--- src/rtl/ps2_host_tx.sv ---
// PS/2 host-to-device transmitter: inhibit, start, 8 data, odd parity, stop, then the device ACK.
// Latency: accept to first clock release is INHIBIT_US*CYC_US cycles; pin edge to data_oe change is at most 4 pclk.
// Backpressure: tx_ready is high only in IDLE; tx_valid while busy is dropped. Optional retries: PS2_TX_RETRY_EN.
`timescale 1ns/1ps
module ps2_host_tx #(
    parameter int unsigned CLK_HZ     = 65_000_000,
    parameter int unsigned INHIBIT_US = 120,
    parameter int unsigned TIMEOUT_US = 20000,
    parameter int unsigned RETRIES    = 2
) (
    input  logic       pclk,
    input  logic       reset,
    input  logic [7:0] tx_data,
    input  logic       tx_valid,
    output logic       tx_ready,
    output logic       tx_done,
    output logic       tx_err,
    input  logic       ps2_clk_i,
    input  logic       ps2_data_i,
    output logic       ps2_clk_oe,
    output logic       ps2_data_oe
);

`ifdef PS2_TX_RETRY_EN
    localparam bit RETRY_EN = 1'b1;
`else
    localparam bit RETRY_EN = 1'b0;
`endif

    localparam longint unsigned CYC_US  = longint'(CLK_HZ) / 1_000_000;
    localparam longint unsigned INH_CYC = longint'(INHIBIT_US) * CYC_US;
    localparam longint unsigned TO_CYC  = longint'(TIMEOUT_US) * CYC_US;
    localparam int INH_W = $clog2(INH_CYC + 1);
    localparam int TO_W  = $clog2(TO_CYC + 1);
    localparam int RC_W  = (RETRIES > 0) ? $clog2(RETRIES + 1) : 1;

    localparam logic [INH_W-1:0] INH_LAST  = INH_W'(INH_CYC - 1);
    localparam logic [TO_W-1:0]  TO_LAST   = TO_W'(TO_CYC - 1);
    localparam logic [RC_W-1:0]  RETRY_MAX = RC_W'(RETRIES);

    typedef enum logic [2:0] {
        S_IDLE,
        S_INHIBIT,
        S_REQ,
        S_ACK,
        S_WAIT_IDLE,
        S_RELOAD
    } state_t;

    state_t            state_q, state_d;
    logic [9:0]        frame_q, frame_d;
    logic [7:0]        byte_q, byte_d;
    logic [3:0]        bit_cnt_q, bit_cnt_d;
    logic [INH_W-1:0]  inh_cnt_q, inh_cnt_d;
    logic [TO_W-1:0]   to_cnt_q, to_cnt_d;
    logic [RC_W-1:0]   retry_cnt_q, retry_cnt_d;
    logic              clk_oe_q, clk_oe_d;
    logic              data_oe_q, data_oe_d;
    logic              done_q, done_d;
    logic              err_q, err_d;
    logic              ready_q, ready_d;
    logic              fail;

    logic clk_s1_q, clk_s2_q, clk_prev_q;
    logic data_s1_q, data_s2_q;
    logic clk_fall;

    // Two-flop synchronisers on both pins plus a history flop on the clock for fall detection.
    always_ff @(posedge pclk) begin
        if (reset) begin
            clk_s1_q   <= 1'b1;
            clk_s2_q   <= 1'b1;
            clk_prev_q <= 1'b1;
            data_s1_q  <= 1'b1;
            data_s2_q  <= 1'b1;
        end else begin
            clk_s1_q   <= ps2_clk_i;
            clk_s2_q   <= clk_s1_q;
            clk_prev_q <= clk_s2_q;
            data_s1_q  <= ps2_data_i;
            data_s2_q  <= data_s1_q;
        end
    end

    assign clk_fall = clk_prev_q & ~clk_s2_q;

    // Next-state, counter and registered-output logic for the request sequence.
    always_comb begin
        state_d     = state_q;
        frame_d     = frame_q;
        byte_d      = byte_q;
        bit_cnt_d   = bit_cnt_q;
        inh_cnt_d   = inh_cnt_q;
        to_cnt_d    = to_cnt_q;
        retry_cnt_d = retry_cnt_q;
        clk_oe_d    = clk_oe_q;
        data_oe_d   = data_oe_q;
        done_d      = 1'b0;
        err_d       = 1'b0;
        fail        = 1'b0;

        // The timeout covers everything from clock release until the bus returns idle.
        if (state_q == S_REQ || state_q == S_ACK || state_q == S_WAIT_IDLE) begin
            if (to_cnt_q == TO_LAST) begin
                fail = 1'b1;
            end else begin
                to_cnt_d = to_cnt_q + TO_W'(1);
            end
        end

        case (state_q)
            S_IDLE: begin
                clk_oe_d  = 1'b0;
                data_oe_d = 1'b0;
                if (tx_valid && ready_q) begin
                    frame_d     = {1'b1, ~^tx_data, tx_data};
                    byte_d      = tx_data;
                    bit_cnt_d   = 4'd0;
                    inh_cnt_d   = '0;
                    to_cnt_d    = '0;
                    retry_cnt_d = '0;
                    clk_oe_d    = 1'b1;
                    state_d     = S_INHIBIT;
                end
            end
            S_INHIBIT: begin
                // Start bit goes out on the same edge the clock is released.
                if (inh_cnt_q == INH_LAST) begin
                    data_oe_d = 1'b1;
                    clk_oe_d  = 1'b0;
                    to_cnt_d  = '0;
                    state_d   = S_REQ;
                end else begin
                    inh_cnt_d = inh_cnt_q + INH_W'(1);
                end
            end
            S_REQ: begin
                if (clk_fall) begin
                    data_oe_d = ~frame_q[0];
                    frame_d   = {1'b0, frame_q[9:1]};
                    bit_cnt_d = bit_cnt_q + 4'd1;
                    if (bit_cnt_q == 4'd9) begin
                        state_d = S_ACK;
                    end
                end
            end
            S_ACK: begin
                if (clk_fall) begin
                    if (!data_s2_q) begin
                        state_d = S_WAIT_IDLE;
                    end else begin
                        fail = 1'b1;
                    end
                end
            end
            S_WAIT_IDLE: begin
                if (clk_s2_q && data_s2_q) begin
                    done_d  = 1'b1;
                    state_d = S_IDLE;
                end
            end
            S_RELOAD: begin
                frame_d   = {1'b1, ~^byte_q, byte_q};
                bit_cnt_d = 4'd0;
                inh_cnt_d = '0;
                to_cnt_d  = '0;
                clk_oe_d  = 1'b1;
                data_oe_d = 1'b0;
                state_d   = S_INHIBIT;
            end
            default: begin
                clk_oe_d  = 1'b0;
                data_oe_d = 1'b0;
                state_d   = S_IDLE;
            end
        endcase

        // Failure releases both lines; a remaining retry goes through one released cycle first.
        if (fail) begin
            clk_oe_d  = 1'b0;
            data_oe_d = 1'b0;
            done_d    = 1'b0;
            if (RETRY_EN && (retry_cnt_q < RETRY_MAX)) begin
                retry_cnt_d = retry_cnt_q + RC_W'(1);
                state_d     = S_RELOAD;
            end else begin
                err_d   = 1'b1;
                state_d = S_IDLE;
            end
        end

        ready_d = (state_d == S_IDLE);
    end

    // State and registered outputs; reset releases both lines on the reset edge.
    always_ff @(posedge pclk) begin
        if (reset) begin
            state_q     <= S_IDLE;
            frame_q     <= '0;
            byte_q      <= '0;
            bit_cnt_q   <= '0;
            inh_cnt_q   <= '0;
            to_cnt_q    <= '0;
            retry_cnt_q <= '0;
            clk_oe_q    <= 1'b0;
            data_oe_q   <= 1'b0;
            done_q      <= 1'b0;
            err_q       <= 1'b0;
            ready_q     <= 1'b1;
        end else begin
            state_q     <= state_d;
            frame_q     <= frame_d;
            byte_q      <= byte_d;
            bit_cnt_q   <= bit_cnt_d;
            inh_cnt_q   <= inh_cnt_d;
            to_cnt_q    <= to_cnt_d;
            retry_cnt_q <= retry_cnt_d;
            clk_oe_q    <= clk_oe_d;
            data_oe_q   <= data_oe_d;
            done_q      <= done_d;
            err_q       <= err_d;
            ready_q     <= ready_d;
        end
    end

    assign tx_ready    = ready_q;
    assign tx_done     = done_q;
    assign tx_err      = err_q;
    assign ps2_clk_oe  = clk_oe_q;
    assign ps2_data_oe = data_oe_q;

endmodule
--- config.mk ---
export PLATFORM = sky130hd
export DESIGN_NAME = ps2_host_tx
export DESIGN_NICKNAME = d
export VERILOG_FILES = /design/src/rtl/ps2_host_tx.sv
export SDC_FILE = /design/constraint.sdc
export NUM_CORES = 1
export LEC_CHECK = 0
export CORE_MARGIN = 2
export CORE_UTILIZATION = 50
export CTS_BUF_LIST = sky130_fd_sc_hd__clkbuf_8
export CTS_CLUSTER_DIAMETER = 30
export DETAILED_ROUTE_END_ITERATION = 8
export PLACE_DENSITY_LB_ADDON = 0.05
export SYNTH_ARGS = -nofsm -noshare
export SYNTH_HDL_FRONTEND = slang
export SYNTH_SLANG_ARGS = --single-unit
--- constraint.sdc ---
create_clock -name pclk -period 2.4 [get_ports pclk]
set_clock_uncertainty 0.15 [all_clocks]
set_input_delay 0.6 -clock pclk [delete_from_list [all_inputs] [get_ports pclk]]
set_output_delay 0.6 -clock pclk [all_outputs]
set_load 0.02 [all_outputs]
After elaboration in Yosys (flattened, before gate mapping)
Cells that the tools add are included.
- add/sub/neg operators: 3
- bitwise logic cells: 6
- reduce and logical (&&, ||, !) cells: 19
- equal/unequal tests: 12
- muxes and demuxes: 36
- operators with widths (operator ; number):
    $mux 21 ; 4
    $pmux 21 s3 ; 1
    $pmux 13 s3 ; 1
    $pmux 10 s3 ; 1
    $mux 13 ; 2
    $mux 3 ; 8
    $add 21x1->21 const B ; 1
    $eq 21x21->1 const B ; 1
    $mux 10 ; 2
    $pmux 3 s6 ; 1
    $reduce_xnor 8->1 ; 2
    $add 13x1->13 const B ; 1
    $eq 13x13->1 const B ; 1
    $pmux 4 s3 ; 1
    $mux 1 ; 11
    $reduce_and 3->1 ; 3
    $mux 4 ; 2
    $ne 2x2->1 const B ; 4
    $eq 3x2->1 const B ; 2
    $eq 3x3->1 const B ; 2
    $logic_not 3->1 ; 2
    $reduce_bool 3->1 ; 2
    $reduce_or 3->1 ; 2
    $not 1->1 ; 5
    10 further kinds ; 14
- input port bits: 13
- logic and storage cells: 92
- register bits: 69
- output and inout port bits: 5

Longest topological paths before layout
Gate-level depths: netlist (run 1).
- word-level depth: 9
- gate-level depth with buffers: 7
- mapped depth without buffers: 7

Least setup slack after synthesis (run 1)
Ideal clock, no wire load.
- kind: reg-to-reg
- from: reg to_cnt_q[0]
- to: reg data_oe_q, in the netlist ps2_data_oe
- stages on the path, launching flop included: 8
- arrival time: 1836 ps
- path buffers: 0
- slack: 292 ps
- cells stage by stage: dfxtp_1 > ha_1 > nand4_1 > or4_4 > nor3_2 > a21oi_1 > nand2b_1 > nor3_1
- cells in the longest elaborated chain, start to end: 7
- ends and longest elaborated chain (what ; RTL line ; source):
    from (decl) ; 55 ; logic [TO_W-1:0] to_cnt_q, to_cnt_d;
    from (signal assigned) ; 216 ; to_cnt_q <= to_cnt_d;
    $eq 21x21->1 * ; 104 ; if (to_cnt_q == TO_LAST) begin
    $mux 1 * ; 104 ;
    $mux 1 * ; 103 ; if (state_q == S_REQ || state_q == S_ACK || state_q == S_WAIT_IDLE) begin
    $mux 1 ; 149 ; if (!data_s2_q) begin
    $mux 1 ; 148 ; if (clk_fall) begin
    $mux 1 * ; 111 ; case (state_q)
    $reduce_or 2->1 (no source line) * ; -- ;
    to (signal assigned) ; 219 ; data_oe_q <= data_oe_d;
    to (decl) ; 58 ; logic data_oe_q, data_oe_d;
Every way passes the cells marked *; elsewhere a longest branch is shown, timed or not.
A chain may end at the register's enable or synchronous reset.

Final worst setup path (run 1)
- from: reg inh_cnt_q[7]
- to: reg to_cnt_q[17]
- cells in the longest elaborated chain, start to end: 3
- ends and longest elaborated chain (what ; RTL line ; source):
    from (decl) ; 54 ; logic [INH_W-1:0] inh_cnt_q, inh_cnt_d;
    from (signal assigned) ; 215 ; inh_cnt_q <= inh_cnt_d;
    $eq 13x13->1 ; 128 ; if (inh_cnt_q == INH_LAST) begin
    $mux 21 ; 128 ;
    $pmux 21 s3 ; 111 ;
No other way between the ends.

==> results of run 1 <==
[placed cells by master, fill, tap and decap left out, types with 2 or more instances in the layout]
cell type                         Yosys  final
sky130_fd_sc_hd__clkdlybuf4s50_1      0     17
sky130_fd_sc_hd__a22oi_1              8      8
sky130_fd_sc_hd__clkbuf_8             0      9
sky130_fd_sc_hd__xnor2_1             34     34
sky130_fd_sc_hd__mux2i_1              9      9
sky130_fd_sc_hd__clkinv_1             2      2
sky130_fd_sc_hd__dfxtp_1             69     69
sky130_fd_sc_hd__nand2_1             18     18
sky130_fd_sc_hd__nor2b_1              3      3
sky130_fd_sc_hd__a21o_1               2      2
sky130_fd_sc_hd__buf_4                2     30
sky130_fd_sc_hd__buf_12               0      2
sky130_fd_sc_hd__or2_2                5      5
sky130_fd_sc_hd__o22ai_1             16     16
sky130_fd_sc_hd__nor2_1              62     62
sky130_fd_sc_hd__nor3_1              19     19
sky130_fd_sc_hd__or3_1                7      7
sky130_fd_sc_hd__or4_4                2      2
sky130_fd_sc_hd__and3_1               3      3
sky130_fd_sc_hd__xor2_1               8      8
sky130_fd_sc_hd__nand3_1             12     12
sky130_fd_sc_hd__o21ai_1              2      2
sky130_fd_sc_hd__nand2b_1             4      4
sky130_fd_sc_hd__a21oi_1             21     21
sky130_fd_sc_hd__a211oi_1            10     10
sky130_fd_sc_hd__ha_1                 4      4
sky130_fd_sc_hd__nor3b_1              2      2
sky130_fd_sc_hd__o21ai_0             15     15
sky130_fd_sc_hd__clkinv_2             0      4
sky130_fd_sc_hd__nor4_1               6      6
sky130_fd_sc_hd__nand3b_1             2      2
sky130_fd_sc_hd__nand4_1              7      7
sky130_fd_sc_hd__inv_1                8      9
[power groups by stage]
stage / logic [W] / clock network, W / registers (W)
final: 0.000334 / 0.000807 / 0.00122
after global routing: 0.000371 / 0.000872 / 0.00122
after CTS: 0.000334 / 0.000817 / 0.00122
after detailed placement: 0.000333 / 0 / 0.00125
after global placement: 0.000330 / 0 / 0.00124
after floorplan: 0.000211 / 0 / 0.00124
[flip-flops by register name (all words and copies together), names as in the netlist]
name	flops
tx_done	1
tx_ready	1
state_q	3
clk_s1_q	1
ps2_clk_oe	1
clk_prev_q	1
to_cnt_q	21
bit_cnt_q	4
tx_err	1
byte_q	8
clk_s2_q	1
data_s1_q	1
data_s2_q	1
frame_q	10
inh_cnt_q	13
ps2_data_oe	1
[synth_stat cells, types with 3 or more instances]
cell type                  instances  area, um2
sky130_fd_sc_hd__dfxtp_1          69       1380
sky130_fd_sc_hd__nor2_1           62        233
sky130_fd_sc_hd__xnor2_1          34        298
sky130_fd_sc_hd__a21oi_1          21        105
sky130_fd_sc_hd__nor3_1           19       95.1
sky130_fd_sc_hd__nand2_1          18       67.6
sky130_fd_sc_hd__o22ai_1          16        100
sky130_fd_sc_hd__o21ai_0          15       75.1
sky130_fd_sc_hd__nand3_1          12       60.1
sky130_fd_sc_hd__a211oi_1         10       75.1
sky130_fd_sc_hd__mux2i_1           9       90.1
sky130_fd_sc_hd__a22oi_1           8       60.1
sky130_fd_sc_hd__inv_1             8       30.0
sky130_fd_sc_hd__xor2_1            8       70.1
sky130_fd_sc_hd__clkbuf_1          7       26.3
sky130_fd_sc_hd__nand4_1           7       43.8
sky130_fd_sc_hd__or3_1             7       43.8
sky130_fd_sc_hd__nor4_1            6       37.5
sky130_fd_sc_hd__or2_2             5       31.3
sky130_fd_sc_hd__buf_1             4       15.0
sky130_fd_sc_hd__ha_1              4       50.1
sky130_fd_sc_hd__nand2b_1          4       25.0
sky130_fd_sc_hd__and3_1            3       18.8
sky130_fd_sc_hd__nor2b_1           3       18.8
[logic make-up after synthesis]
family / after synthesis / synth area share (%)
buffers and inverters: 25 / 3.15
AO/OA/AOI/OAI: 81 / 15.8
adder cells (fa/ha/maj): 4 / 1.52
flip-flops: 69 / 41.9
multiplexers: 9 / 2.73
XOR/XNOR: 42 / 11.2
AND/OR/NAND/NOR: 157 / 23.7
[worst max-delay path by stage]
stage | cells after the start | slack, ps | endpoint | start
floorplan | 7 | 290 | ps2_data_oe | to_cnt_q[0]
finish | 6 | 220 | to_cnt_q[17] | inh_cnt_q[7]
global placement | 7 | 9 | inh_cnt_q[10] | tx_valid
CTS | 6 | 220 | to_cnt_q[17] | inh_cnt_q[7]
global route | 6 | 80 | inh_cnt_q[9] | inh_cnt_q[7]
detailed placement | 7 | -30 | inh_cnt_q[12] | tx_valid
[stage by stage]
| step | setup WS [ps] | setup TNS (ps) | cell area (um2) | hold slack [ps] |
|---|---|---|---|---|
| floorplan | 292 | 0 | 3300 | 239 |
| global placement | 8.99 | 0 | 3760 | 242 |
| detailed placement | -27.9 | -37.2 | 3760 | 248 |
| CTS | 218 | 0 | 3920 | 264 |
| global route | 80.0 | 0 | 3920 | 284 |
| finish | 220 | 0 | 3920 | 261 |
[routing by layer]
metal	share of wire, %	GRT usage (%)
met1	52	30.5
met2	42	31.3
met4	0.83	8.95
met3	5.1	5.16
met5	0	0
[cell type report]
class                      count  area [um2]
fill                         556        2430
multi-input combinational    293        1810
sequential                    69        1380
timing repair buffer          49         435
clock buffer                   9         124
tap                           77        96.3
inverter                      10        37.5
clock inverter                 6        32.5
==> impl_results.html, run 1 <==
<table>
<tr><th>Metric</th><th>Value</th></tr>
<tr><th colspan="2">STA</th></tr>
<tr><td>RSZ-0062 raised after global routing</td><td>false</td></tr>
<tr><td>Final number of setup-violating endpoints</td><td>0</td></tr>
<tr><td>Maximum frequency from static timing analysis</td><td>459 MHz</td></tr>
<tr><td>Hold Violations, Final</td><td>0</td></tr>
<tr><td>Tightest Pin Transition</td><td>486 ps</td></tr>
<tr><td>Post-route minimum period</td><td>2180 ps</td></tr>
<tr><td>Post-route fraction of the period consumed by the critical path</td><td>90.8%</td></tr>
<tr><td>Max-slew violation count</td><td>0</td></tr>
<tr><td>Headroom to the max-slew limit</td><td>67.5%</td></tr>
<tr><th colspan="2">Power and ir drop</th></tr>
<tr><td>Internal cell power</td><td>0.00171 W</td></tr>
<tr><td>Part of the total power dissipated in combinational logic</td><td>14.2%</td></tr>
<tr><td>Switching power as a share of total power</td><td>27.6%</td></tr>
<tr><td>Clk pwr share</td><td>34.2%</td></tr>
<tr><td>Power density of the placed cells</td><td>602 nW/um2</td></tr>
<tr><td>Maximum vdd ir drop</td><td>0.425 mV</td></tr>
<tr><td>Sequential cell fraction of total power</td><td>51.7%</td></tr>
<tr><td>Total power consumption of the routed design</td><td>0.00236 W</td></tr>
<tr><td>Total net switching power</td><td>0.000651 W</td></tr>
<tr><td>Reported leakage power</td><td>1.41 nW</td></tr>
<tr><th colspan="2">Synthesis</th></tr>
<tr><td>Synthesized flop and latch total</td><td>69</td></tr>
<tr><td>Count of unique library cells instantiated by Yosys</td><td>44</td></tr>
<tr><td>Ys Warns</td><td>0</td></tr>
<tr><td>Fraction of registers with async set/reset</td><td>0%</td></tr>
<tr><td>Sequential element share of the synthesized area</td><td>41.9%</td></tr>
<tr><td>Post-synth EDFFs</td><td>0</td></tr>
<tr><td>Most used flip-flop cell after synthesis</td><td>sky130_fd_sc_hd__dfxtp_1</td></tr>
<tr><td>Synth Cell Area</td><td>3300 um2</td></tr>
<tr><td>Total nets after synthesis</td><td>404</td></tr>
<tr><td>Synthesized netlist cell count</td><td>387</td></tr>
<tr><td>Average cell area after synthesis</td><td>8.52 um2</td></tr>
<tr><th colspan="2">CTS</th></tr>
<tr><td>Clock tree buffer depth</td><td>2</td></tr>
<tr><td>CTS tree</td><td>built</td></tr>
<tr><td>Count of H-tree levels built during CTS</td><td>3</td></tr>
<tr><td>Clk Latency, worst-skew pair</td><td>350 ps</td></tr>
<tr><td>Number of buffers inserted for hold repair after clock tree synthesis</td><td>0</td></tr>
<tr><td>Post-CTS resize count</td><td>0</td></tr>
<tr><td>Setup Fix Bufs, Post-CTS</td><td>0</td></tr>
<tr><td>TritonCTS sink count</td><td>69</td></tr>
<tr><td>CTS Buf Count</td><td>9</td></tr>
<tr><td>Clock root buffer</td><td>sky130_fd_sc_hd__clkbuf_8</td></tr>
<tr><td>Register clock-pin slew on the reported worst setup and hold paths</td><td>70 ps</td></tr>
<tr><th colspan="2">Worst hold path</th></tr>
<tr><td>Hold Path Depth</td><td>1</td></tr>
<tr><td>Worst hold start</td><td>clk_s1_q</td></tr>
<tr><td>Endpoint with the worst hold slack</td><td>clk_s2_q</td></tr>
<tr><td>Tightest Hold Check Type</td><td>reg -&gt; reg</td></tr>
<tr><th colspan="2">Floorplanning</th></tr>
<tr><td>Core area</td><td>6350 um2</td></tr>
<tr><td>Boundary Pins</td><td>18</td></tr>
<tr><td>Number of placement rows</td><td>29</td></tr>
<tr><td>Floorplan die height</td><td>85.2 um</td></tr>
<tr><td>Die extent in x</td><td>85.2 um</td></tr>
<tr><td>Initial Util</td><td>51.9%</td></tr>
<tr><td>Die Footprint</td><td>7260 um2</td></tr>
<tr><th colspan="2">Worst setup path</th></tr>
<tr><td>Critical register-to-register path endpoint</td><td>to_cnt_q[17]</td></tr>
<tr><td>Delay-heaviest family, CP</td><td>simple AND/OR/NAND/NOR gates</td></tr>
<tr><td>Library cell contributing the largest single delay on the critical path</td><td>sky130_fd_sc_hd__or4b_1</td></tr>
<tr><td>Worst path arrival time</td><td>2270 ps</td></tr>
<tr><td>Largest fanout on the critical path</td><td>21</td></tr>
<tr><td>Count of cells along the worst register-to-register path</td><td>6</td></tr>
<tr><td>Crit Path Category</td><td>reg -&gt; reg</td></tr>
<tr><td>Series of cell instances along the critical path</td><td>or4b_1 -&gt; or4_4 -&gt; nand2_1 -&gt; a21o_1 -&gt; buf_12 -&gt; nor2_1</td></tr>
<tr><td>Delay of the slowest critical-path stage</td><td>520 ps</td></tr>
<tr><td>Startpoint of the lowest-slack register-to-register path</td><td>inh_cnt_q[7]</td></tr>
<tr><td>Setup slack on the worst flop-to-flop path</td><td>220 ps</td></tr>
<tr><td>Critical path startpoint category</td><td>register</td></tr>
<tr><td>Number of buffers and inverters on the critical path</td><td>1</td></tr>
<tr><td>Critical path endpoint category</td><td>register</td></tr>
<tr><td>Data required time of the critical path</td><td>2490 ps</td></tr>
<tr><th colspan="2">Global route</th></tr>
<tr><td>Overflow left after global routing</td><td>0</td></tr>
<tr><td>Maximum number of pins on one net before global-route repair</td><td>24</td></tr>
<tr><td>Number of global-route vias before repair</td><td>2636</td></tr>
<tr><td>Wire length of the first global-routing pass</td><td>12500 um</td></tr>
<tr><td>Overall fraction of global-route tracks in use</td><td>21.5%</td></tr>
<tr><td>Number of antenna violations at the first check in global routing</td><td>0</td></tr>
<tr><th colspan="2">Route</th></tr>
<tr><td>Post-route antenna net violation count</td><td>0</td></tr>
<tr><td>Number of DRC violations after detailed routing</td><td>0</td></tr>
<tr><td>Via count normalized by instance count</td><td>5.52</td></tr>
<tr><td>Starting DRC count in detailed routing</td><td>148</td></tr>
<tr><td>Pre-antenna DRT Iters</td><td>4</td></tr>
<tr><td>Total wire length</td><td>7150 um</td></tr>
<tr><td>Drt wl/cell</td><td>13.9 um</td></tr>
<tr><td>Vias post-DR</td><td>2831</td></tr>
<tr><th colspan="2">Placed design</th></tr>
<tr><td>Number of port buffers</td><td>17</td></tr>
<tr><td>Number of cells in the design after placement</td><td>498</td></tr>
<tr><td>Routability congestion estimate</td><td>0.824</td></tr>
<tr><td>Hpwl dp</td><td>5010 um</td></tr>
<tr><th colspan="2">Job</th></tr>
<tr><td>Number of max-cap violations</td><td>0</td></tr>
<tr><th colspan="2">Run status</th></tr>
<tr><td>Run status</td><td>complete, no violations</td></tr>
<tr><th colspan="2">Final layout</th></tr>
<tr><td>Inserted Diodes</td><td>0</td></tr>
<tr><td>Area Growth Syn to Fin</td><td>18.9%</td></tr>
<tr><td>Non-filler instance count after layout</td><td>513</td></tr>
<tr><td>Fraction of final layout cells with drive strength greater than 1</td><td>13.3%</td></tr>
<tr><td>Count of nets after finishing</td><td>449</td></tr>
<tr><td>Core occupancy in the finished layout</td><td>61.7%</td></tr>
</table>
Power figures use the tool's default switching activity.
==> run 2, diff against run 1 <==
--- a/config.mk
+++ b/config.mk
@@ -10,7 +10,8 @@
 export CTS_BUF_LIST = sky130_fd_sc_hd__clkbuf_8
 export CTS_CLUSTER_DIAMETER = 30
 export DETAILED_ROUTE_END_ITERATION = 8
-export PLACE_DENSITY_LB_ADDON = 0.05
+export DONT_BUFFER_PORTS = 1
+export PLACE_DENSITY = 0.76
 export SYNTH_ARGS = -nofsm -noshare
 export SYNTH_HDL_FRONTEND = slang
 export SYNTH_SLANG_ARGS = --single-unit
==> impl_results.html, run 2 (synthesis results as in run 1) <==
<table>
<tr><th>Metric</th><th>Value</th></tr>
<tr><th colspan="2">Global route</th></tr>
<tr><td>Maximum number of pins on one net before global-route repair</td><td>31 (was 24)</td></tr>
<tr><td>Grt met3 use</td><td>7.78% (was 5.16%)</td></tr>
<tr><td>Global routing met2 resource utilization</td><td>31.2% (was 31.3%)</td></tr>
<tr><td>Wire length of the first global-routing pass</td><td>11500 um (was 12500 um)</td></tr>
<tr><td>GRT met1 Usage</td><td>23.9% (was 30.5%)</td></tr>
<tr><td>Overflow left after global routing</td><td>0 (unchanged)</td></tr>
<tr><td>Number of antenna violations at the first check in global routing</td><td>0 (unchanged)</td></tr>
<tr><td>Busiest layer in global routing</td><td>met2 (unchanged)</td></tr>
<tr><td>Overall fraction of global-route tracks in use</td><td>19.5% (was 21.5%)</td></tr>
<tr><td>Number of global-route vias before repair</td><td>2576 (was 2636)</td></tr>
<tr><th colspan="2">STA</th></tr>
<tr><td>Post-route minimum period</td><td>2250 ps (was 2180 ps)</td></tr>
<tr><td>Hold Violations, Final</td><td>0 (unchanged)</td></tr>
<tr><td>Tightest Pin Transition</td><td>554 ps (was 486 ps)</td></tr>
<tr><td>Headroom to the max-slew limit</td><td>62.8% (was 67.5%)</td></tr>
<tr><td>RSZ-0062 raised after global routing</td><td>false (unchanged)</td></tr>
<tr><td>Maximum frequency from static timing analysis</td><td>444 MHz (was 459 MHz)</td></tr>
<tr><td>Final number of setup-violating endpoints</td><td>0 (unchanged)</td></tr>
<tr><td>Setup TNS</td><td>0 ps (unchanged)</td></tr>
<tr><td>Max-slew violation count</td><td>0 (unchanged)</td></tr>
<tr><td>Post-route fraction of the period consumed by the critical path</td><td>93.8% (was 90.8%)</td></tr>
<tr><th colspan="2">Worst hold path</th></tr>
<tr><td>Tightest Hold Check Type</td><td>in -&gt; reg (was reg -&gt; reg)</td></tr>
<tr><td>Hold Path Depth</td><td>1 (unchanged)</td></tr>
<tr><th colspan="2">Final layout</th></tr>
<tr><td>Fillers</td><td>586 (was 556)</td></tr>
<tr><td>Non-filler instance count after layout</td><td>478 (was 513)</td></tr>
<tr><td>Top flop regs</td><td>to_cnt_q x21, inh_cnt_q x13, frame_q x10 (unchanged)</td></tr>
<tr><td>Fraction of final layout cells with drive strength greater than 1</td><td>8.98% (was 13.3%)</td></tr>
<tr><td>Flip-flop count of the largest register, all copies and words added</td><td>21 (unchanged)</td></tr>
<tr><td>Count of nets after finishing</td><td>413 (was 449)</td></tr>
<tr><td>Inserted Diodes</td><td>0 (unchanged)</td></tr>
<tr><td>Top library cells by usage in the layout, fill and taps aside</td><td>sky130_fd_sc_hd__dfxtp_1 (69), sky130_fd_sc_hd__nor2_1 (62), sky130_fd_sc_hd__xnor2_1 (34) (unchanged)</td></tr>
<tr><td>Register with the highest flop count</td><td>to_cnt_q (unchanged)</td></tr>
<tr><td>Area Growth Syn to Fin</td><td>8.88% (was 18.9%)</td></tr>
<tr><td>Most common library cell in the layout ignoring fill and taps</td><td>sky130_fd_sc_hd__dfxtp_1 (unchanged)</td></tr>
<tr><th colspan="2">Placed design</th></tr>
<tr><td>Routability congestion estimate</td><td>0.853 (was 0.824)</td></tr>
<tr><td>Number of cells in the design after placement</td><td>462 (was 498)</td></tr>
<tr><td>Number of port buffers</td><td>0 (was 17)</td></tr>
<tr><td>Hpwl dp</td><td>4610 um (was 5010 um)</td></tr>
<tr><th colspan="2">Floorplanning</th></tr>
<tr><td>Number of placement rows</td><td>29 (unchanged)</td></tr>
<tr><td>Die extent in x</td><td>85.2 um (unchanged)</td></tr>
<tr><td>Floorplan die height</td><td>85.2 um (unchanged)</td></tr>
<tr><td>Core area</td><td>6350 um2 (unchanged)</td></tr>
<tr><td>Die Footprint</td><td>7260 um2 (unchanged)</td></tr>
<tr><td>Initial Util</td><td>51.9% (unchanged)</td></tr>
<tr><td>Boundary Pins</td><td>18 (unchanged)</td></tr>
<tr><th colspan="2">Power and ir drop</th></tr>
<tr><td>Power density of the placed cells</td><td>623 nW/um2 (was 602 nW/um2)</td></tr>
<tr><td>Maximum vdd ir drop</td><td>0.440 mV (was 0.425 mV)</td></tr>
<tr><td>Reported leakage power</td><td>1.26 nW (was 1.41 nW)</td></tr>
<tr><th colspan="2">CTS</th></tr>
<tr><td>TritonCTS sink count</td><td>69 (unchanged)</td></tr>
<tr><td>Setup Fix Bufs, Post-CTS</td><td>0 (unchanged)</td></tr>
<tr><td>Clk Latency, worst-skew pair</td><td>350 ps (about the same)</td></tr>
<tr><td>CTS tree</td><td>built (unchanged)</td></tr>
<tr><td>Number of buffers inserted for hold repair after clock tree synthesis</td><td>0 (unchanged)</td></tr>
<tr><td>Post-CTS resize count</td><td>0 (unchanged)</td></tr>
<tr><td>Count of H-tree levels built during CTS</td><td>3 (unchanged)</td></tr>
<tr><td>CTS Buf Count</td><td>9 (unchanged)</td></tr>
<tr><td>Register clock-pin slew on the reported worst setup and hold paths</td><td>70 ps (about the same)</td></tr>
<tr><td>Clock root buffer</td><td>sky130_fd_sc_hd__clkbuf_8 (unchanged)</td></tr>
<tr><td>Clock tree buffer depth</td><td>2 (unchanged)</td></tr>
<tr><th colspan="2">Worst setup path</th></tr>
<tr><td>Critical register-to-register path endpoint</td><td>inh_cnt_q[2] (was to_cnt_q[17])</td></tr>
<tr><td>Data required time of the critical path</td><td>2470 ps (was 2490 ps)</td></tr>
<tr><td>Source of the critical timing path</td><td>inh_cnt_q[7] (unchanged)</td></tr>
<tr><td>Critical path startpoint category</td><td>register (unchanged)</td></tr>
<tr><td>Count of cells along the worst register-to-register path</td><td>6 (unchanged)</td></tr>
<tr><td>Setup slack on the worst flop-to-flop path</td><td>150 ps (was 220 ps)</td></tr>
<tr><td>Largest fanout on the critical path</td><td>9 (was 21)</td></tr>
<tr><td>Worst setup endpoint</td><td>inh_cnt_q[2] (was to_cnt_q[17])</td></tr>
<tr><td>Startpoint of the lowest-slack register-to-register path</td><td>inh_cnt_q[7] (unchanged)</td></tr>
<tr><td>Crit Path Category</td><td>reg -&gt; reg (unchanged)</td></tr>
<tr><td>Library cell contributing the largest single delay on the critical path</td><td>sky130_fd_sc_hd__or4b_1 (unchanged)</td></tr>
<tr><td>Worst path arrival time</td><td>2320 ps (was 2270 ps)</td></tr>
<tr><td>Series of cell instances along the critical path</td><td>or4b_1 -&gt; or4_4 -&gt; a21boi_4 -&gt; nor2b_1 -&gt; xnor2_1 -&gt; nor2_1 (was or4b_1 -&gt; or4_4 -&gt; nand2_1 -&gt; a21o_1 -&gt; buf_12 -&gt; nor2_1)</td></tr>
<tr><td>Critical path endpoint category</td><td>register (unchanged)</td></tr>
<tr><td>Delay of the slowest critical-path stage</td><td>520 ps (about the same)</td></tr>
<tr><th colspan="2">Run status</th></tr>
<tr><td>Run status</td><td>complete, no violations (unchanged)</td></tr>
<tr><th colspan="2">Route</th></tr>
<tr><td>Post-route antenna net violation count</td><td>0 (unchanged)</td></tr>
<tr><td>Total wire length</td><td>6630 um (was 7150 um)</td></tr>
<tr><td>Starting DRC count in detailed routing</td><td>129 (was 148)</td></tr>
<tr><td>Pre-antenna DRT Iters</td><td>4 (unchanged)</td></tr>
<tr><td>Vias post-DR</td><td>2731 (was 2831)</td></tr>
<tr><td>Via count normalized by instance count</td><td>5.71 (was 5.52)</td></tr>
<tr><td>Number of DRC violations after detailed routing</td><td>0 (unchanged)</td></tr>
<tr><td>Drt wl/cell</td><td>13.9 um (about the same)</td></tr>
<tr><th colspan="2">Job</th></tr>
<tr><td>Number of max-cap violations</td><td>0 (unchanged)</td></tr>
</table>
==> run 2: cell count changes in the layout (fill, tap and decap cells not counted) <==
cell,previous run,this run
sky130_fd_sc_hd__buf_12,2,1
sky130_fd_sc_hd__buf_4,30,12
sky130_fd_sc_hd__clkdlybuf4s50_1,17,0
sky130_fd_sc_hd__clkinv_2,4,2
sky130_fd_sc_hd__clkinv_4,1,0
sky130_fd_sc_hd__inv_1,9,13
==> run 2: how the worst min path moves through the flow <==
stage / from / end
floorplan: clk_s1_q / clk_s2_q
global placement: clk_s1_q / clk_s2_q
detailed placement: data_s1_q / data_s2_q
CTS: reset / byte_q[3]
global route: reset / byte_q[2]
finish: reset / byte_q[4]
==> run 2: worst max-delay path, delay by kind of cell, from the launching register on <==
| family | cells | cell delay (ps) |
|---|---|---|
| AOI/OAI and AO/OA | 1 | 310 |
| xor gates and xnor gates | 1 | 160 |
| DFF | 1 | 350 |
| and+or+nand+nor | 4 | 1150 |
==> run 2: final cells by class <==
cell class                      count  area, um2  share of cell area [%]
Inverter                           10       37.5                    1.05
Clock buffer                        9        124                    3.45
Clock inverter                      7       28.8                   0.802
Sequential cell                    69       1380                    38.5
Timing Repair Buffer               13        110                    3.07
Tap cell                           77       96.3                    2.68
Multi-Input combinational cell    293       1810                    50.5
==> run 2: metal layers <==
layer	part of all wire (%)	wire length (um)	vias up
li1	-	-	1383
met1	45	2980	1263
met2	46	3080	71
met3	6.8	451	14
met4	1.8	118	0
met5	0	0	-
==> run 2: stage by stage <==
| stage | area [um2] | setup slack [ps] | util, % | hold WS [ps] | power (W) |
|---|---|---|---|---|---|
| detailed placement | 3440 | 181 | 54.1 | 245 | 0.00151 |
| global route | 3590 | 48.5 | 56.5 | 146 | 0.00234 |
| finish | 3590 | 149 | 56.5 | 168 | 0.00224 |
| CTS | 3590 | 153 | 56.5 | 151 | 0.00226 |
| global placement | 3440 | 253 | 54.1 | 243 | 0.00150 |
| floorplan | 3300 | 292 | - | 239 | 0.00145 |
==> run 2: where the power goes <==
group	internal, W	switching [W]	total [W]
Sequential	0.00119	0.0000365	0.00122
Combinational	0.000117	0.000140	0.000258
Clock	0.000352	0.000401	0.000753
==> run 3, diff against run 2 <==
--- a/config.mk
+++ b/config.mk
@@ -5,6 +5,7 @@
 export SDC_FILE = /design/constraint.sdc
 export NUM_CORES = 1
 export LEC_CHECK = 0
+export CAP_MARGIN = 40
 export CORE_MARGIN = 2
 export CORE_UTILIZATION = 50
 export CTS_BUF_LIST = sky130_fd_sc_hd__clkbuf_8
==> results of run 3 <==
No change in the layout: final DEF, timing and power equal those of run 2.
==> RTL change 1, RTL diff (config.mk and constraints of run 2) <==
Take the reset off `byte_q` and load it in a clocked block of its own.
--- a/src/rtl/ps2_host_tx.sv
+++ b/src/rtl/ps2_host_tx.sv
@@ -198,5 +198,4 @@
             state_q     <= S_IDLE;
             frame_q     <= '0;
-            byte_q      <= '0;
             bit_cnt_q   <= '0;
             inh_cnt_q   <= '0;
@@ -211,5 +210,4 @@
             state_q     <= state_d;
             frame_q     <= frame_d;
-            byte_q      <= byte_d;
             bit_cnt_q   <= bit_cnt_d;
             inh_cnt_q   <= inh_cnt_d;
@@ -224,4 +222,8 @@
     end
 
+    always_ff @(posedge pclk) begin
+        byte_q <= byte_d;
+    end
+
     assign tx_ready    = ready_q;
     assign tx_done     = done_q;
Behaviour: no difference found for any inputs over 10 cycles, from zero or initial values and one cycle with reset high; that may be too few to reach the edited logic, so the function may still have changed.
==> RTL change 1 against run 2 <==
- design area increased by 7.2%
- utilization down 0.50 points
- critical path depth shrank 1
- area after synthesis grew 8.5%
- count of clock-buffer cells in the layout up 2
- wire length up 8.9%
- power grew 3.9%
- highest routed layer unchanged
- sequential cell count did not move
- worst setup slack better by 0.036 ns
- first-iteration DRC count increased by 60%
- critical path type unchanged
==> RTL change 1: results (changes against run 2) <==
Multi-input gate area=0.001946 mm² (+7.5%); relative slew slack=52.81% (-10 points); sequential fraction of the synthesis area=40.85% (-1.1 points); HPWL after detailed placement=5179 µm (+12%); multi-input logic cell count=296 (+1.0%); placed cells=486 (+5.2%); Final GP Congestion=0.8443 (-1.1%); DRT iter0 DRCs=206 (+60%); Slowest cell on crit path=dfxtp_1; Clock buf/inv share=4.390% (+0.14 points); Syn Area/Cell=8.921 µm² (+4.8%); fin cells=501 (+4.8%); Non-clock buffering overhead=2.732% (-0.34 points); largest net degree at the start of global routing=40 (+29%); slowest stage delay, CP=0.56 ns (+0.04 ns); inverters=11 (+1); clk buf depth=2 (unchanged); Worst-path clk slew=0.07 ns (about the same); CP startpoint=state_q[0]; Nets=418 (+1.2%); Pwr per Cell Area=603.4 mW/mm² (-3.1%); Worst Path Arrival=2.34 ns (+0.02 ns); Seq area share=37.98% (-0.51 points); layout cells sized above 1=11.60% (+2.6 points); Leakage=1.311 nW (+4.3%); Adder-Cell Fraction of Synth Area=1.399% (-0.12 points); Pint=1.739 mW (+4.9%); DP Worst Slack=0.2015 ns (+0.02091 ns); layout clock buffer count=11 (+2); post-synthesis mux area share=0.2798% (-2.5 points); post-synthesis compound-gate area fraction=16.37% (+0.54 points); Synth warnings=0 (unchanged); antenna violations before repair=0 (unchanged); post-synth cell types=57 (+30%); vias in the first global route=2800 (+8.7%); post-DR vias/cell=5.635 (-1.4%); VDD IR-drop max=376.1 µV (-14%); GRT Total Usage=20.16% (+0.64 points); fillers=597 (+1.9%); top post-synthesis cells by area=dfxtp_1 34%, xnor2_1 8.1%, edfxtp_1 6.7%, nor2_1 5.2%, nand2_1 2.8%; status=completed; Post-Synth XOR/XNOR Area=10.04% (-1.1 points); number of synthesized flops with an enable pin=8 (+8); CP Max Fanout=12 (+3); first-pass GRT wire length=12480 µm (+8.7%); Total Routed Length=7219 µm (+8.9%); Seq cells post-synth=69 (unchanged); Area after DPL=0.003679 mm² (+7.1%)
==> RTL change 1: power by group through the flow <==
stage / Combinational [mW] / Sequential, mW / Clock (mW)
after floorplan: 0.207 / 1.27 / 0
after global placement: 0.235 / 1.28 / 0
after detailed placement: 0.241 / 1.28 / 0
after CTS: 0.243 / 1.26 / 0.839
after global routing: 0.273 / 1.26 / 0.890
final: 0.243 / 1.26 / 0.821
==> RTL change 1: metal layers <==
| layer | track usage (%) | share of wire [%] | up-vias |
|---|---|---|---|
| li1 | - | - | 1432 |
| met1 | 26.22 | 47 | 1319 |
| met2 | 32.33 | 46 | 67 |
| met3 | 6.623 | 6.2 | 5 |
| met4 | 5.510 | 0.71 | 0 |
| met5 | 0 | 0 | - |
==> RTL change 1: path summary, 6_finish.rpt <==
kind / slack [ns] / endpoint / cells after the start
worst min-delay path: 0.17 / frame_q[1] / 1
worst min register to register: 0.26 / clk_s2_q / 1
worst max register to register: 0.19 / inh_cnt_q[6] / 5
worst max-delay path: 0.19 / inh_cnt_q[6] / 5
==> RTL change 2, RTL diff (settings of run 2) <==
Made on the original files. Set the parameter `TIMEOUT_US` to 10000 (it was 20000).
--- a/src/rtl/ps2_host_tx.sv
+++ b/src/rtl/ps2_host_tx.sv
@@ -6,5 +6,5 @@
     parameter int unsigned CLK_HZ     = 65_000_000,
     parameter int unsigned INHIBIT_US = 120,
-    parameter int unsigned TIMEOUT_US = 20000,
+    parameter int unsigned TIMEOUT_US = 10000,
     parameter int unsigned RETRIES    = 2
 ) (
Formal check against the unedited RTL: same outputs for any inputs over 10 cycles, from zero or initial values and one cycle with reset high; that may be too few to reach the edited logic, so the function may still have changed.
==> RTL change 2 against run 2 <==
- sequential cell count down 1
- non-clock buffer count down 4
- critical path depth unchanged
- worst hold slack better by 0.0018 ns
- design area up 2.5%
- sequential share of layout area down 1.5 points
- wire length up 7.7%
- worst setup slack better by 0.11 ns
- synthesized cell count up 0.78%
- area after synthesis up 2.9%
- combinational power down 13%
- power up 10%
==> RTL change 2: results (changes against run 2) <==
DRT iter0 DRCs=317 (+150%); antenna violations before repair=0 (unchanged); Final GP Congestion=0.8302 (-2.7%); Max H-tree Level=3 (unchanged); CP Max Fanout=16 (+7); GRT Total Usage=20.70% (+1.2 points); Setup violations, final=0 (unchanged); HPWL after detailed placement=4973 µm (+7.8%); vias in the first global route=2650 (+2.9%); status=completed; Pint=1.871 mW (+13%); fillers=610 (+4.1%); ANT cells=0 (unchanged); number of synthesized flops with an enable pin=0 (unchanged); DP Worst Slack=0.2517 ns (+0.07112 ns); post-CTS resize count=0 (unchanged); Commonest cells post-synth=72 x nor2_1, 68 x dfxtp_1, 25 x xor2_1; Worst-Margin Slew=0.5439 ns (-0.009825 ns); Worst Path Arrival=2.23 ns (-0.09 ns); sequential fraction of the synthesis area=40.15% (-1.8 points); clock root buffer=clkbuf_8; asr flop ratio synth=0% (unchanged); Nets=410 (-0.73%); hold crit path type=in2reg; placed cells=462 (unchanged); clk buf depth=2 (unchanged); Post-Syn Instances=390 (+0.78%); IO Port Bufs=0 (unchanged); drt pass-1 iters=4 (unchanged); biggest regs=to_cnt_q x20, inh_cnt_q x13, frame_q x10; post-synth cell types=54 (+23%); via count=2747 (+0.59%); Total Routed Length=7140 µm (+7.7%); Leakage=1.341 nW (+6.7%); VDD IR-drop max=398.0 µV (-9.5%); post-synth top area share=40.15% (-1.8 points); commonest non-fill, non-tap cell in the layout=nor2_1; first-pass GRT wire length=12310 µm (+7.2%); clk_lat worst skew=0.35 ns (about the same); layout cells sized above 1=11.84% (+2.9 points); Worst-path clk slew=0.07 ns (about the same); post-DR vias/cell=5.759 (+0.80%); Synth warnings=0 (unchanged); Post-CTS Setup Inserts=0 (unchanged); top post-synthesis cells by area=dfxtp_1 40%, nor2_1 8.0%, xor2_1 6.5%, xnor2_1 5.7%, o22ai_1 3.0%; largest net degree at the start of global routing=30 (-3.2%); Num CTS Buffers=9 (unchanged)
-- RTL change 2: cell type report --
type / instances / area, µm² / area share [%]
Clock buffer: 10 / 137.6 / 3.740
Clock inverter: 5 / 77.57 / 2.108
Inverter: 9 / 33.78 / 0.9181
Multi-Input combinational cell: 296 / 1902 / 51.68
Sequential cell: 68 / 1361 / 36.99
Tap cell: 80 / 100.1 / 2.720
Timing Repair Buffer: 9 / 67.56 / 1.836
-- RTL change 2: path summary, 6_finish.rpt --
kind,startpoint,end,slack [ns],cells after the start
setup / recovery,state_q[2],to_cnt_q[11],0.26,6
hold / removal,reset,frame_q[9],0.17,1
setup reg to reg,state_q[2],to_cnt_q[11],0.26,6
hold reg to reg,clk_s1_q,clk_s2_q,0.26,1
-- RTL change 2: routing by layer --
metal / vias up / routed length (µm) / global-route usage [%]
li1: 1379 / - / -
met1: 1309 / 3433 / 27.64
met2: 46 / 3297 / 32.59
met3: 13 / 267 / 4.381
met4: 0 / 142 / 8.665
met5: - / 0 / 0
-- RTL change 2: power groups by stage --
stage	logic, mW	registers [mW]	clock network (mW)
final	0.224	1.21	1.04
after global routing	0.253	1.21	1.11
after CTS	0.224	1.21	1.05
after detailed placement	0.222	1.23	0
after global placement	0.215	1.23	0
after floorplan	0.193	1.22	0
-- RTL change 2: cell families after synthesis --
group | synth area share, %
mux | 2.657
simple gates | 26.83
compound gates | 12.99
fa+ha+maj | 1.476
xor+xnor | 12.14
flops | 40.15
buf+inv | 3.763
-- RTL change 2: per-stage QoR --
| stage | hold slack [ns] | utilization (%) | area, µm² |
|---|---|---|---|
| after floorplan | 0.2395 | - | 3391 |
| after global placement | 0.2448 | 51.85 | 3465 |
| after detailed placement | 0.2485 | 51.85 | 3465 |
| after CTS | 0.1625 | 55.07 | 3680 |
| after global routing | 0.1512 | 55.07 | 3680 |
| final | 0.1693 | 55.07 | 3680 |
-- RTL change 2: worst max-delay path: stages, from the launching register on --
cell     delay (ns)
dfxtp_1        0.53
nor3b_2        0.43
nor2_2         0.10
a31oi_4        0.42
nand4_1        0.17
xor2_1         0.16
nor2_1         0.05
